==> config.mk <==
export PLATFORM = sky130hd
export DESIGN_NAME = alu_issue_ctrl
export DESIGN_NICKNAME = d
export VERILOG_FILES = /design/src/rtl/alu_issue_ctrl.sv
export SDC_FILE = /design/constraint.sdc
export NUM_CORES = 1
export LEC_CHECK = 0
export ABC_AREA = 1
export CAP_MARGIN = 40
export CORE_AREA = 2 2 170 172
export CTS_BUF_LIST = sky130_fd_sc_hd__clkbuf_8 sky130_fd_sc_hd__clkbuf_16
export DETAILED_ROUTE_END_ITERATION = 12
export DIE_AREA = 0 0 172 174
export PLACE_DENSITY = 0.65
export RECOVER_POWER = 100
export SLEW_MARGIN = 40
export SYNTH_ARGS = -nofsm -noshare
export SYNTH_HDL_FRONTEND = slang
export SYNTH_SLANG_ARGS = --single-unit
export TNS_END_PERCENT = 50
==> constraint.sdc <==
create_clock -name clk -period 1.6 [get_ports clk]
set_input_delay 0.32 -clock clk [delete_from_list [all_inputs] [get_ports clk]]
set_output_delay 0.32 -clock clk [all_outputs]
set_load 0.005 [all_outputs]
==> src/rtl/alu_issue_ctrl.sv <==
// Issue/decode front end for the 64-bit LEGv8 ALU: decodes one instruction, drives the ALU from registers, returns a tagged result.
// Latency: supported op accepted at edge N gives res_valid after edge N+1; unsupported op gives an error response after edge N.
// Backpressure: in_ready is high only in IDLE; while res_ready is low the response is held with all result outputs stable.
//
// Ports: clk/rst_n (async active-low); in_valid/in_ready/instr/rn_data/rm_data request side;
//        alu_a/alu_b/alu_select out to the ALU, alu_out back (combinational);
//        res_valid/res_ready/res_data/res_rd/res_err/res_zero/res_neg response side.
// Optional feature macro: ALU_ISSUE_FLAGS_EN (registered zero/negative flags; tied 0 when undefined).
module alu_issue_ctrl #(
  parameter int WIDTH = 64
) (
  input  logic             clk,
  input  logic             rst_n,
  input  logic             in_valid,
  output logic             in_ready,
  input  logic [31:0]      instr,
  input  logic [WIDTH-1:0] rn_data,
  input  logic [WIDTH-1:0] rm_data,
  output logic [WIDTH-1:0] alu_a,
  output logic [WIDTH-1:0] alu_b,
  output logic [3:0]       alu_select,
  input  logic [WIDTH-1:0] alu_out,
  output logic             res_valid,
  input  logic             res_ready,
  output logic [WIDTH-1:0] res_data,
  output logic [4:0]       res_rd,
  output logic             res_err,
  output logic             res_zero,
  output logic             res_neg
);

  localparam logic [10:0] OP_ADD  = 11'b10001011000;
  localparam logic [10:0] OP_SUB  = 11'b11001011000;
  localparam logic [10:0] OP_AND  = 11'b10001010000;
  localparam logic [10:0] OP_ORR  = 11'b10101010000;
  localparam logic [10:0] OP_LDUR = 11'b11111000010;
  localparam logic [10:0] OP_STUR = 11'b11111000000;
  localparam logic [9:0]  OP_ADDI = 10'b1001000100;
  localparam logic [9:0]  OP_SUBI = 10'b1101000100;
  localparam logic [7:0]  OP_CBZ  = 8'b10110100;

  localparam logic [3:0] SEL_AND  = 4'b0000;
  localparam logic [3:0] SEL_ORR  = 4'b0001;
  localparam logic [3:0] SEL_ADD  = 4'b0010;
  localparam logic [3:0] SEL_SUB  = 4'b0110;
  localparam logic [3:0] SEL_PASS = 4'b0111;

  typedef enum logic [1:0] {IDLE, EXEC, RESP} state_t;

  state_t           state, state_nxt;
  logic             dec_ok;
  logic [3:0]       dec_sel;
  logic [WIDTH-1:0] dec_b;
  logic             accept;

  // Rn arrives already read as rn_data, so its field in the word is not needed here.
  logic unused_rn_field;
  assign unused_rn_field = ^instr[9:5];

  assign accept    = (state == IDLE) && in_valid;
  assign in_ready  = (state == IDLE);
  assign res_valid = (state == RESP);

  // Decode: 11-bit opcodes first, then 10-bit immediates, then 8-bit CB format.
  always_comb begin
    dec_ok  = 1'b0;
    dec_sel = SEL_AND;
    dec_b   = rm_data;
    if (instr[31:21] == OP_ADD) begin
      dec_ok = 1'b1; dec_sel = SEL_ADD;
    end else if (instr[31:21] == OP_SUB) begin
      dec_ok = 1'b1; dec_sel = SEL_SUB;
    end else if (instr[31:21] == OP_AND) begin
      dec_ok = 1'b1; dec_sel = SEL_AND;
    end else if (instr[31:21] == OP_ORR) begin
      dec_ok = 1'b1; dec_sel = SEL_ORR;
    end else if ((instr[31:21] == OP_LDUR) || (instr[31:21] == OP_STUR)) begin
      // D-format address offset is a signed 9-bit displacement.
      dec_ok  = 1'b1;
      dec_sel = SEL_ADD;
      dec_b   = {{(WIDTH-9){instr[20]}}, instr[20:12]};
    end else if ((instr[31:22] == OP_ADDI) || (instr[31:22] == OP_SUBI)) begin
      dec_ok  = 1'b1;
      dec_sel = (instr[31:22] == OP_ADDI) ? SEL_ADD : SEL_SUB;
      dec_b   = {{(WIDTH-12){1'b0}}, instr[21:10]};
    end else if (instr[31:24] == OP_CBZ) begin
      // ALU passes Rt through so the branch unit can test it for zero.
      dec_ok  = 1'b1;
      dec_sel = SEL_PASS;
    end
  end

  always_ff @(posedge clk or negedge rst_n) begin
    if (!rst_n) state <= IDLE;
    else        state <= state_nxt;
  end

  always_comb begin
    state_nxt = state;
    case (state)
      IDLE:    if (in_valid) state_nxt = dec_ok ? EXEC : RESP;
      EXEC:    state_nxt = RESP;
      RESP:    if (res_ready) state_nxt = IDLE;
      default: state_nxt = IDLE;
    endcase
  end

  // ALU operands only load on a supported accept, so they hold the last
  // issued values across idle periods and error responses.
  always_ff @(posedge clk or negedge rst_n) begin
    if (!rst_n) begin
      alu_a      <= '0;
      alu_b      <= '0;
      alu_select <= SEL_AND;
      res_data   <= '0;
      res_rd     <= '0;
      res_err    <= 1'b0;
    end else if (accept) begin
      res_rd <= instr[4:0];
      if (dec_ok) begin
        alu_a      <= rn_data;
        alu_b      <= dec_b;
        alu_select <= dec_sel;
      end else begin
        res_data <= '0;
        res_err  <= 1'b1;
      end
    end else if (state == EXEC) begin
      res_data <= alu_out;
      res_err  <= 1'b0;
    end
  end

`ifdef ALU_ISSUE_FLAGS_EN
  logic zero_q, neg_q;

  // Flags follow the captured result; an error response forces both low.
  always_ff @(posedge clk or negedge rst_n) begin
    if (!rst_n) begin
      zero_q <= 1'b0;
      neg_q  <= 1'b0;
    end else if (accept && !dec_ok) begin
      zero_q <= 1'b0;
      neg_q  <= 1'b0;
    end else if (state == EXEC) begin
      zero_q <= (alu_out == '0);
      neg_q  <= alu_out[WIDTH-1];
    end
  end

  assign res_zero = zero_q;
  assign res_neg  = neg_q;
`else
  assign res_zero = 1'b0;
  assign res_neg  = 1'b0;
`endif

endmodule

# ---- Word-level counts from Yosys, hierarchy flattened
# Cells that the tools add are included.
dict set report op_classes {
  addsub 0
  eq_ne 14
  shifts 0
  reduce_logical 8
  bitwise_logic 0
  n_lt_le_gt_ge 0
  mux 31
  mul 0
  div 0
}
# operator count
set ops {}
lappend ops {{$mux 64} 9}
lappend ops {{$eq 11x11->1 const B} 6}
lappend ops {{$mux 3} 8}
lappend ops {{$eq 10x10->1 const B} 2}
lappend ops {{$mux 1} 10}
lappend ops {{$eq 8x8->1 const B} 1}
lappend ops {{$mux 2} 3}
lappend ops {{$pmux 2 s3} 1}
lappend ops {{$reduce_and 2->1} 3}
lappend ops {{$ne 2x2->1 const B} 2}
lappend ops {{$eq 2x1->1 const B} 1}
lappend ops {{$eq 2x2->1 const B} 1}
lappend ops {{$logic_not 2->1} 1}
lappend ops {{$logic_or 1x1->1} 2}
lappend ops {{$ne 2x1->1 const B} 1}
lappend ops {{$reduce_bool 2->1} 1}
lappend ops {{$logic_and 1x1->1} 1}
dict set report totals {
  wordCells 60
  romBits 0
  memories 0
  register_bits 204
  in_bits 228
  mem_bits_rw 0
  latch_bits 0
}

# ---- Logic depth before layout (Yosys ltp)
# Gate-level depths: netlist (run 1).
dict set report logic_depth {
  depth_word 11
  ltp_mapped 12
  depth_no_buf 10
}

# ---- Least setup slack after synthesis (run 1)
# OpenSTA, ideal clock, no wires.
dict set report synth_path {
  kind {in2reg}
  startpoint {input port instr[24]}
  endpoint {register alu_b[0]}
  path_slack_ns -0.023
  required_time_ns 1.481
  arrival_ns 1.504
  stages 12
  setup_time_ns 0.119
  cell_sequence {nor2_1 > nand2_1 > nor2_2 > nand2_4 > inv_2 > nor2_2 > nand2_4 > nand2_2 > buf_6 > buf_6 > nand2_1 > nand2_1}
}
dict set report synth_between {
  elab_chain_cells 9
  word_cells_on_any_way 25
  classes_between {9 x eq/ne; 13 x mux; 3 x reduce/logical}
}
# item line
set synth_lines {}
lappend synth_lines {{start, declared} 16} ;# input logic [31:0] instr,
lappend synth_lines {{$eq 8x8->1 or $eq 10x10->1 (tied branches)} {86, 82}}
lappend synth_lines {{$mux 1 or $logic_or 1x1->1 (tied branches)} {86, 82}}
lappend synth_lines {{$mux 1} 82} ;# end else if ((instr[31:22] == OP_ADDI) || (instr[31:22] == OP_SUBI)) begin
lappend synth_lines {{$mux 1} 77} ;# end else if ((instr[31:21] == OP_LDUR) || (instr[31:21] == OP_STUR)) begin
lappend synth_lines {{$mux 1} 75} ;# end else if (instr[31:21] == OP_ORR) begin
lappend synth_lines {{$mux 1} 73} ;# end else if (instr[31:21] == OP_AND) begin
lappend synth_lines {{$mux 1} 71} ;# end else if (instr[31:21] == OP_SUB) begin
lappend synth_lines {{$mux 1} 69} ;# if (instr[31:21] == OP_ADD) begin
lappend synth_lines {{$reduce_and 2->1 (no line)} -}
lappend synth_lines {{end signal, assigned} 113} ;# alu_b <= '0;
lappend synth_lines {{end signal, assigned} 122} ;# alu_b <= dec_b;
lappend synth_lines {{end, declared} 20} ;# output logic [WIDTH-1:0] alu_b,
# Parallel ways exist; a longest one is shown, timed or not.
# A chain may end at the register's enable or synchronous reset.

# ---- Worst setup path after layout (run 1)
dict set report layout_path {
  startpoint {register state[0]}
  endpoint {register alu_b[61]}
}
dict set report layout_between {
  elab_chain_cells 3
}
# item line
set layout_lines {}
lappend layout_lines {{start, declared} 50} ;# state_t state, state_nxt;
lappend layout_lines {{start signal, assigned} 95} ;# else state <= state_nxt;
lappend layout_lines {{$logic_not 2->1} 60} ;# assign accept = (state == IDLE) && in_valid;
lappend layout_lines {{$logic_and 1x1->1} 60}
lappend layout_lines {{$reduce_and 2->1 (no line)} -}
# No other way between the ends.

==> results of run 1 <==
[routing by layer]
metal  global-route usage (%)  vias to the layer above  share of wire, %
li1                         -                     4373                 -
met1                     26.8                     4314                39
met2                     37.0                      351                49
met3                     6.42                       66               8.6
met4                     6.58                        0               2.9
met5                        0                        -                 0
[stage by stage]
step	instances	setup slack [ns]	util [%]	TNS, ns
2_1_floorplan	1100	0.0284	-	0
3_3_place_gp	1885	-0.629	48.7	-116.55
3_5_place_dp	1885	-0.683	48.7	-123.78
4_1_cts	1953	-0.139	52.1	-0.254
5_1_grt	1963	-0.0644	52.8	-1.92
6_report	1963	0.0295	52.8	0
[final cells by class]
type	instances	area (µm²)	share of cell area [%]
diodes	1	2.50	0.0168
clock buffers	32	711	4.76
clock inverters	12	76.3	0.511
inverters	19	75.1	0.503
multi-input cells	807	3500	23.5
flip-flops and latches	203	5080	34.0
well taps	384	480	3.22
repair buffers	505	4990	33.5
[tightest hold or removal path, stage by stage]
cell	delay, ns
dlymetal6s2s_1	0.16
nand4_1	0.10
nand2_1	0.05
nand2_1	0.06
nand2_1	0.05
[synthesized netlist by cell type, drive strengths merged]
master	number	share of area (%)
dfrtp	203	57
conb	1	0.042
nand4	14	0.98
buf	45	4.0
o21ai	1	0.056
nand2	614	26
o211ai	2	0.17
inv	18	0.76
nand3	144	8.1
nand3b	9	0.76
clkinv	1	0.042
nor3	2	0.24
nor2	17	0.85
clkbuf	27	1.1
[registers in the layout, indices dropped and copies added (netlist names)]
signal	flops
alu_select	3
res_rd	5
res_data	64
alu_a	64
alu_b	64
state	2
res_err	1
[cells by family after synthesis]
group,after synthesis,synth area share [%]
flip-flops,203,56.9
AO/OA/AOI/OAI,3,0.224
other,1,0.0420
buffers and inverters,91,5.90
AND/OR/NAND/NOR,800,36.9
[power by group through the flow]
| stage | Clock, mW | Combinational [mW] | Sequential, mW |
|---|---|---|---|
| 2_1_floorplan | 0 | 0.442 | 5.68 |
| 3_3_place_gp | 0 | 1.95 | 5.65 |
| 3_5_place_dp | 0 | 1.95 | 5.66 |
| 4_1_cts | 5.50 | 1.80 | 5.57 |
| 5_1_grt | 5.74 | 1.99 | 5.61 |
| 6_report | 5.38 | 1.81 | 5.57 |
[what timing repair did]
action	CTS	global route
buffers inserted	17	5
gates cloned	6	8
pin swaps	7	15
hold buffers	1	0
resized for setup	245	54
endpoints found under the hold margin	27	0
endpoints found under the setup margin	396	165
[placed cells by master, fill, tap and decap left out, types with 5 or more instances in the layout]
cell type	instances
nand2_1	585
clkdlybuf4s50_1	211
dlygate4sd2_1	205
dfrtp_1	203
nand3_1	139
buf_4	35
clkbuf_16	31
nand2_2	24
inv_1	14
nand4_1	14
buf_6	12
buf_12	10
nand3b_1	9
clkbuf_8	9
inv_2	7
nor2_4	7
nor2_2	5
nand2_4	5
nor2_1	5
nand3_2	5
buf_16	5
dlymetal6s2s_1	5
clkbuf_2	5
[path summary, 6_finish.rpt]
| path | to | cells past startpoint |
|---|---|---|
| max in group asynchronous | state[1] | 3 |
| hold reg to reg | alu_b[4] | 2 |
| hold / removal | alu_select[2] | 5 |
| setup / recovery | alu_b[61] | 9 |
| min in group asynchronous | alu_a[7] | 2 |
| setup reg to reg | alu_b[61] | 9 |
==> flow_metrics.py, run 1 <==
metrics = {
    "power": {
        "peakVddDrop_mv": 0.642,
        "seqPwrFrac_pct": 43.7,
        "p_total_mw": 12.8,
        "p_leak_nw": 8.69,
        "intPower_mw": 9.58,
        "power_frac_comb_pct": 14.2,
        "switching_share_pct": 25.0,
        "clkPwrFrac_pct": 42.2,
        "p_per_area_nw_per_um2": 855,
        "netSwitchingPower_mw": 3.18,
    },
    "route": {
        "wl_mm": 34.6,
        "drc_errors": 0,
        "drt-initial-drc-count": 543,
        "drtPass1Iterations": 4,
        "avgRoutedWirePerCell_um": 17.6,
        "dr_total_vias": 9104,
        "ant_nets": 0,
        "via_per_inst": 4.64,
    },
    "synthesis": {
        "yosysSeqAreaShare_pct": 56.9,
        "syn_area_per_cell_um2": 8.13,
        "synth_seq_cells": 203,
        "ys_types": 23,
        "syn_inst": 1098,
        "yosysWarnings": 0,
        "syn_area_um2": 8930,
    },
    "setup_path": {
        "r2r_setup_slack_ns": 0.03,
        "crit_slowest_cell": "dfrtp_1",
        "cpPeakStageDelay_ns": 0.41,
        "r2r_start": "state[0]",
        "critical_path.top_delay_family": "buffers and inverters",
        "cp.arrival_ns": 2.03,
        "critPathMaxFanout": 13,
        "path_cells": "nor2_2, nand2_2, buf_6, nor2_4, buf_12, buf_12, buf_16, nand2_1, nand2_1",
        "end_kind": "flop",
        "crit_buf_inv": 4,
        "crit_type": "flop to flop",
        "critPathLaunchType": "flop",
        "critPathRequiredTime_ns": 2.06,
        "critPathLaunch": "state[0]",
    },
    "timing": {
        "period_share_pct": 98.2,
        "maxSlewHeadroom_pct": 46.7,
        "tightest_slew_ns": 0.799,
        "period_needed_ns": 1.57,
        "timing.fmax_ghz": 0.637,
        "rsz0062_at_grt": "yes",
        "finClkSkew_ns": 0.0125,
        "drv_slew": 0,
        "timing.hold.ws_ns": 0.261,
        "setup_viol": 0,
        "hold_viol_final": 0,
    },
    "die": {
        "die_y_um": 174,
        "core_um2": 28200,
        "io_pins": 434,
        "initial_utilization_pct": 31.6,
        "rows": 62,
        "die-area_um2": 29900,
        "die_w_um": 172,
    },
    "cts": {
        "clk_pin_slew_ns": 0.06,
        "htreeDepth": 1,
        "clock_insertion_delay_worst_skew_ns": 0.52,
        "cts_root_buf": "clkbuf_16",
        "cts_tree": "built",
        "clock-sinks": 203,
        "cts_made_buffers": 24,
        "cts_buffer_depth": 3,
    },
    "placed_design": {
        "io_buffers": 425,
        "hpwl_mm": 22.9,
        "gp_congestion": 0.884,
        "post_dp_cell_area_um2": 13800,
    },
    "layout": {
        "num-nets-final": 1788,
        "drive_gt1_share_pct": 11.1,
        "fillers": 2745,
        "synthToLayoutAreaGrowth_pct": 67.1,
        "design_area_um2": 14900,
    },
    "status": {
        "status": "finished clean",
    },
    "hold_path": {
        "hp-class": "input port to flop",
        "min-delay-start": "instr[30]",
    },
    "global_route": {
        "grt_max_degree": 66,
        "grt_usage_pct": 21.8,
        "grt_pass1_vias": 9042,
        "antenna_found_initial": 1,
        "grt_first_pass_wirelength_mm": 51.2,
        "overflow": 0,
    },
    "flow_run": {
        "maxCapViolations": 0,
    },
}
Power figures use the tool's default switching activity.
==> run 2, diff against run 1 <==
--- a/config.mk
+++ b/config.mk
@@ -11,6 +11,7 @@
 export CTS_BUF_LIST = sky130_fd_sc_hd__clkbuf_8 sky130_fd_sc_hd__clkbuf_16
 export DETAILED_ROUTE_END_ITERATION = 12
 export DIE_AREA = 0 0 172 174
+export MAX_ROUTING_LAYER = met4
 export PLACE_DENSITY = 0.65
 export RECOVER_POWER = 100
 export SLEW_MARGIN = 40
==> run 2 against run 1 <==
  * Via count down 0.19%
  * Clock-buffer cell count unchanged
  * Total power about the same
  * Critical path depth unchanged
  * Final cell count unchanged
  * Flip-flop and latch count unchanged
  * Worst hold slack better by 0.0072 ns
  * Final area down 0.10%
  * Sequential share of layout area about the same
==> flow_metrics.py, run 2 (synthesis gave the netlist of run 1 again) <==
metrics = {
    "cts": {
        "htreeDepth": 1,
        "clk_pin_slew_ns": 0.06,
        "cts_tree": "built",
        "cts_made_buffers": 24,
        "clock_insertion_delay_worst_skew_ns": 0.52,
        "clock-sinks": 203,
        "cts_root_buf": "clkbuf_16",
        "cts_buffer_depth": 3,
    },
    "placed_design": {
        "hpwl_mm": 22.9,
        "gp_congestion": 0.899,
        "io_buffers": 425,
    },
    "die": {
        "die_w_um": 172,
        "die_y_um": 174,
        "die-area_um2": 29900,
        "initial_utilization_pct": 31.6,
        "rows": 62,
        "core_um2": 28200,
        "io_pins": 434,
    },
    "power": {
        "peakVddDrop_mv": 0.641,
        "p_total_mw": 12.8,
        "p_leak_nw": 8.69,
        "p_per_area_nw_per_um2": 856,
    },
    "route": {
        "drt-initial-drc-count": 523,
        "via_per_inst": 4.63,
        "dr_total_vias": 9087,
        "wl_mm": 34.5,
        "drtPass1Iterations": 5,
        "drc_errors": 0,
        "avgRoutedWirePerCell_um": 17.6,
        "dr_wl_met3_mm": 2.82,
        "routed.top_layer": "met4",
        "met1_length_mm": 13.7,
        "ant_nets": 0,
        "met2WireLength_mm": 16.9,
    },
    "setup_path": {
        "path_cells": "nor2_2, nand2_2, buf_6, nor2_4, buf_12, buf_12, buf_16, nand2_1, nand2_1",
        "crit_type": "flop to flop",
        "r2r_start": "state[0]",
        "critPathMaxFanout": 13,
        "reg2reg_depth": 9,
        "crit_buf_inv": 4,
        "end_kind": "flop",
        "cp.depth": 9,
        "r2r_setup_slack_ns": 0.04,
        "critPathLaunchType": "flop",
        "crit_slowest_cell": "dfrtp_1",
        "cp.arrival_ns": 2.02,
        "critPathRequiredTime_ns": 2.06,
        "critPathLaunch": "state[0]",
        "regToRegEndpoint": "alu_b[61]",
        "cpPeakStageDelay_ns": 0.41,
        "critical_path.top_delay_family": "buffers and inverters",
    },
    "global_route": {
        "antenna_found_initial": 1,
        "grt_first_pass_wirelength_mm": 51.2,
        "overflow": 0,
        "grt_max_degree": 66,
        "grt_usage_pct": 22.5,
        "grt_pass1_vias": 9043,
    },
    "timing": {
        "finClkSkew_ns": 0.0136,
        "maxSlewHeadroom_pct": 45.9,
        "rsz0062_at_grt": "yes",
        "drv_slew": 0,
        "period_share_pct": 97.6,
        "period_needed_ns": 1.56,
        "tightest_slew_ns": 0.812,
        "hold_viol_final": 0,
        "timing.fmax_ghz": 0.641,
        "setup_viol": 0,
    },
    "flow_run": {
        "maxCapViolations": 0,
    },
    "hold_path": {
        "holdPathEnd": "alu_select[2]",
        "hp-class": "input port to flop",
        "hold_depth": 5,
        "min-delay-start": "instr[30]",
    },
    "status": {
        "status": "finished clean",
    },
    "layout": {
        "drive_gt1_share_pct": 11.0,
        "final_util_pct": 52.8,
        "layout_commonest_cell": "nand2_1",
        "num-nets-final": 1788,
        "synthToLayoutAreaGrowth_pct": 67.0,
        "final_cell_mix": "nand2_1 (585), clkdlybuf4s50_1 (211), dlygate4sd2_1 (206), dfrtp_1 (203), nand3_1 (139)",
        "reg_top3": "alu_a x64, alu_b x64, res_data x64",
    },
}
==> run 2: cell count changes in the layout (fill, tap and decap cells not counted), sizes merged <==
cell           delta
dlygate4sd2       +1
clkdlybuf4s15     -1
buf               +1
clkbuf            -1
==> run 2: worst reg2reg max path, cell delays in order, from the launching register on <==
cell and delay (ns):
dfrtp_1 0.41, nor2_2 0.14, nand2_2 0.11, buf_6 0.14, nor2_4 0.13, buf_12 0.18, buf_12 0.12, buf_16 0.13
nand2_1 0.07, nand2_1 0.06
==> run 2: final cells by class <==
class | instances | area [µm²]
Multi-Input combinational cell | 807 | 3500
Fill cell | 2756 | 13300
Tap cell | 384 | 480
Inverter | 19 | 75.1
Timing Repair Buffer | 505 | 4980
Clock buffer | 32 | 711
Clock inverter | 12 | 76.3
Sequential cell | 203 | 5080
Antenna cell | 1 | 2.50
==> run 2: through the flow <==
stage	hold slack (ns)	setup TNS, ns	setup WS (ns)	cells	area, µm²
after floorplan	0.0244	0	0.0284	1100	8940
after global placement	0.285	-116.55	-0.629	1885	13800
after detailed placement	0.284	-123.78	-0.683	1885	13800
after CTS	0.291	-0.254	-0.139	1953	14700
after global routing	0.271	-1.70	-0.0667	1963	14900
final	0.268	0	0.0391	1963	14900
==> run 2: report_power, final <==
part / internal (mW) / leakage (nW) / switching [mW]
Sequential: 5.42 / 2.79 / 0.151
Combinational: 1.04 / 5.49 / 0.766
Clock: 3.12 / 0.406 / 2.26
Total: 9.58 / 8.69 / 3.18
==> run 2: repair_timing <==
action	in CTS	in global routing
setup endpoints to repair	396	164
cloned	6	8
pin swaps	7	14
endpoints found under the hold margin	27	0
buffers inserted	17	5
hold buffers	1	0
resized for setup	245	52
==> run 2: per-layer routing <==
layer / global-route usage [%] / up-vias
met1: 27.4 / 4294
met4: 6.69 / 0
li1: - / 4369
met2: 36.8 / 357
met5: - / -
met3: 5.58 / 67
==> run 2: worst max-delay path by stage <==
stage	to	slack (ns)
2_1_floorplan	alu_b[0]	0.03
3_3_place_gp	alu_a[1]	-0.63
3_5_place_dp	alu_a[5]	-0.68
4_1_cts	res_valid	-0.14
5_1_grt	alu_b[52]	-0.07
6_report	alu_b[61]	0.04
==> run 3, diff against run 2 <==
==> constraint.sdc (replaced) <==
create_clock -name clk -period 1.6 [get_ports clk]
set_input_delay 0.32 -clock clk [delete_from_list [all_inputs] [get_ports clk]]
set_output_delay 0.32 -clock clk [all_outputs]
set_load 0.1 [all_outputs]
==> run 3 against run 2 <==
  * First-iteration DRC count up 2.5%
  * Flip-flop and latch count unchanged
  * Largest cell class unchanged
  * The run now ends with setup timing left
  * Die area unchanged
  * Register-to-register slack worse by 0.06 ns
  * Sequential share of layout area up 0.063 points
  * Non-clock buffer count up 8
  * Critical endpoint is now res_valid
  * Wire length up 6.1%
  * Utilization down 0.084 points
  * Final area down 0.16%
  * Critical path depth down 5
  * Clock skew down 0.0018 ns
  * Sequential power about the same
==> flow_metrics.py, run 3 (synthesis gave the netlist of run 1 again) <==
metrics = {
    "status": {
        "status": "finished with violations",
        "violations": "setup timing",
    },
    "hold_path": {
        "min-delay-start": "rn_data[46]",
        "hold_depth": 3,
        "hp-class": "input port to flop",
    },
    "setup_path": {
        "critPathRequiredTime_ns": 1.28,
        "reg2reg_depth": 9,
        "critPathMaxFanout": 2,
        "critPathLaunchType": "flop",
        "crit_path_frequent_cell": "inv_2",
        "critPathLaunch": "state[0]",
        "path_cells": "inv_2, nand2_2, inv_2, buf_12",
        "r2r_start": "state[1]",
        "crit_type": "flop to output port",
        "crit_slowest_cell": "dfrtp_1",
        "end_kind": "output port",
        "cp.arrival_ns": 1.33,
        "cpPeakStageDelay_ns": 0.42,
    },
    "placed_design": {
        "gp_congestion": 0.841,
        "dp_slack_ns": -0.677,
        "hpwl_mm": 24.7,
        "io_buffers": 425,
        "placed_cells": 1890,
    },
    "route": {
        "wl_mm": 36.6,
        "ant_nets": 0,
        "drc_errors": 0,
        "drt-initial-drc-count": 536,
        "avgRoutedWirePerCell_um": 18.5,
        "dr_total_vias": 9356,
        "via_per_inst": 4.74,
        "drtPass1Iterations": 5,
    },
    "global_route": {
        "grt_max_degree": 57,
        "grt_usage_pct": 23.2,
        "grt_pass1_vias": 9340,
        "antenna_found_initial": 4,
        "overflow": 0,
        "grt_first_pass_wirelength_mm": 52.3,
    },
    "cts": {
        "clock_insertion_delay_worst_skew_ns": 0.52,
        "cts_made_buffers": 24,
        "cts_root_buf": "clkbuf_16",
        "htreeDepth": 1,
        "clock-sinks": 203,
        "clk_pin_slew_ns": 0.06,
        "cts_tree": "built",
        "cts_buffer_depth": 3,
    },
    "flow_run": {
        "maxCapViolations": 0,
    },
    "timing": {
        "tightest_slew_ns": 0.644,
        "period_share_pct": 103,
        "maxSlewHeadroom_pct": 57.0,
        "setup_ws_ns": -0.0517,
        "rsz0062_at_grt": "yes",
        "setup_viol": 4,
        "timing.fmax_ghz": 0.605,
        "period_needed_ns": 1.65,
        "finClkSkew_ns": 0.0118,
        "hold_viol_final": 0,
        "tns_ns": -0.0914,
        "drv_slew": 0,
    },
    "layout": {
        "num-nets-final": 1797,
        "synthToLayoutAreaGrowth_pct": 66.7,
        "final_util_pct": 52.7,
        "reg_top3": "alu_a x64, alu_b x64, res_data x64",
        "final_cell_mix": "nand2_1 (589), buf_4 (230), clkdlybuf4s50_1 (210), dfrtp_1 (202), nand3_1 (137)",
        "layout_commonest_cell": "nand2_1",
        "drive_gt1_share_pct": 24.0,
        "finalNonFillerCells": 1975,
        "fillers": 2662,
    },
    "die": {
        "die_w_um": 172,
        "die_y_um": 174,
        "core_um2": 28200,
        "initial_utilization_pct": 31.6,
        "rows": 62,
        "die-area_um2": 29900,
        "io_pins": 434,
    },
    "power": {
        "peakVddDrop_mv": 0.660,
        "p_per_area_nw_per_um2": 1030,
        "p_leak_nw": 8.31,
        "p_total_mw": 15.3,
    },
}
## run 3: cell types whose count changed in the layout (fill, tap and decap cells not counted), sizes merged, moves of 4 or more
cell	before	now
dlygate4sd2	206	6
buf	66	263
clkbuf	48	59
clkinv	8	4
diode	1	5
inv	21	25
## run 3: routing by layer
metal  share of wire, %  routed length [µm]  track usage [%]
met1                 38               14000             27.5
met2                 49               17800             37.5
met3                8.2                3000             5.62
met4                4.8                1740             10.0
met5                  0                   0                -
## run 3: critical path: cells and delay by family, from the launching register on
family | cells | cell delay [ns]
flip-flops | 1 | 0.42
buffers and inverters | 3 | 0.33
AND/OR/NAND/NOR | 1 | 0.06
## run 3: cell type report
cell class	count	area, µm²	area share (%)
clock buffers	31	708	4.76
well taps	384	480	3.23
clock inverters	12	105	0.706
multi-input cells	808	3550	23.8
diodes	5	12.5	0.0841
repair buffers	513	4860	32.7
inverters	19	86.3	0.580
flip-flops and latches	203	5080	34.1
## run 3: where the power goes
part / switching (mW) / internal [mW]
sequential: 0.172 / 5.42
clock: 2.22 / 3.41
combinational: 2.98 / 1.13
total: 5.37 / 9.96
## run 3: worst paths after layout
check	to	slack, ns
setup reg to reg	alu_b[58]	-0.02
hold reg to reg	alu_b[43]	0.48
max in group asynchronous	res_data[55]	0.21
setup / recovery	res_valid	-0.05
min in group asynchronous	res_data[10]	0.40
hold / removal	alu_a[46]	0.33
## run 3: repair_timing
| action | CTS | global route |
|---|---|---|
| pin swaps | 8 | 11 |
| hold buffers | 1 | 0 |
| cloned | 3 | 13 |
| gates resized for setup | 32 | 51 |
| setup endpoints to repair | 198 | 198 |
| endpoints found under the hold margin | 32 | 0 |
| setup buffers | 12 | 8 |
## run 3: metrics by stage
stage | hold slack, ns | cell area [µm²]
floorplan | 0.0244 | 9010
global placement | 0.316 | 15900
detailed placement | 0.317 | 15900
CTS | 0.308 | 17000
global route | 0.331 | 14900
finish | 0.332 | 14900
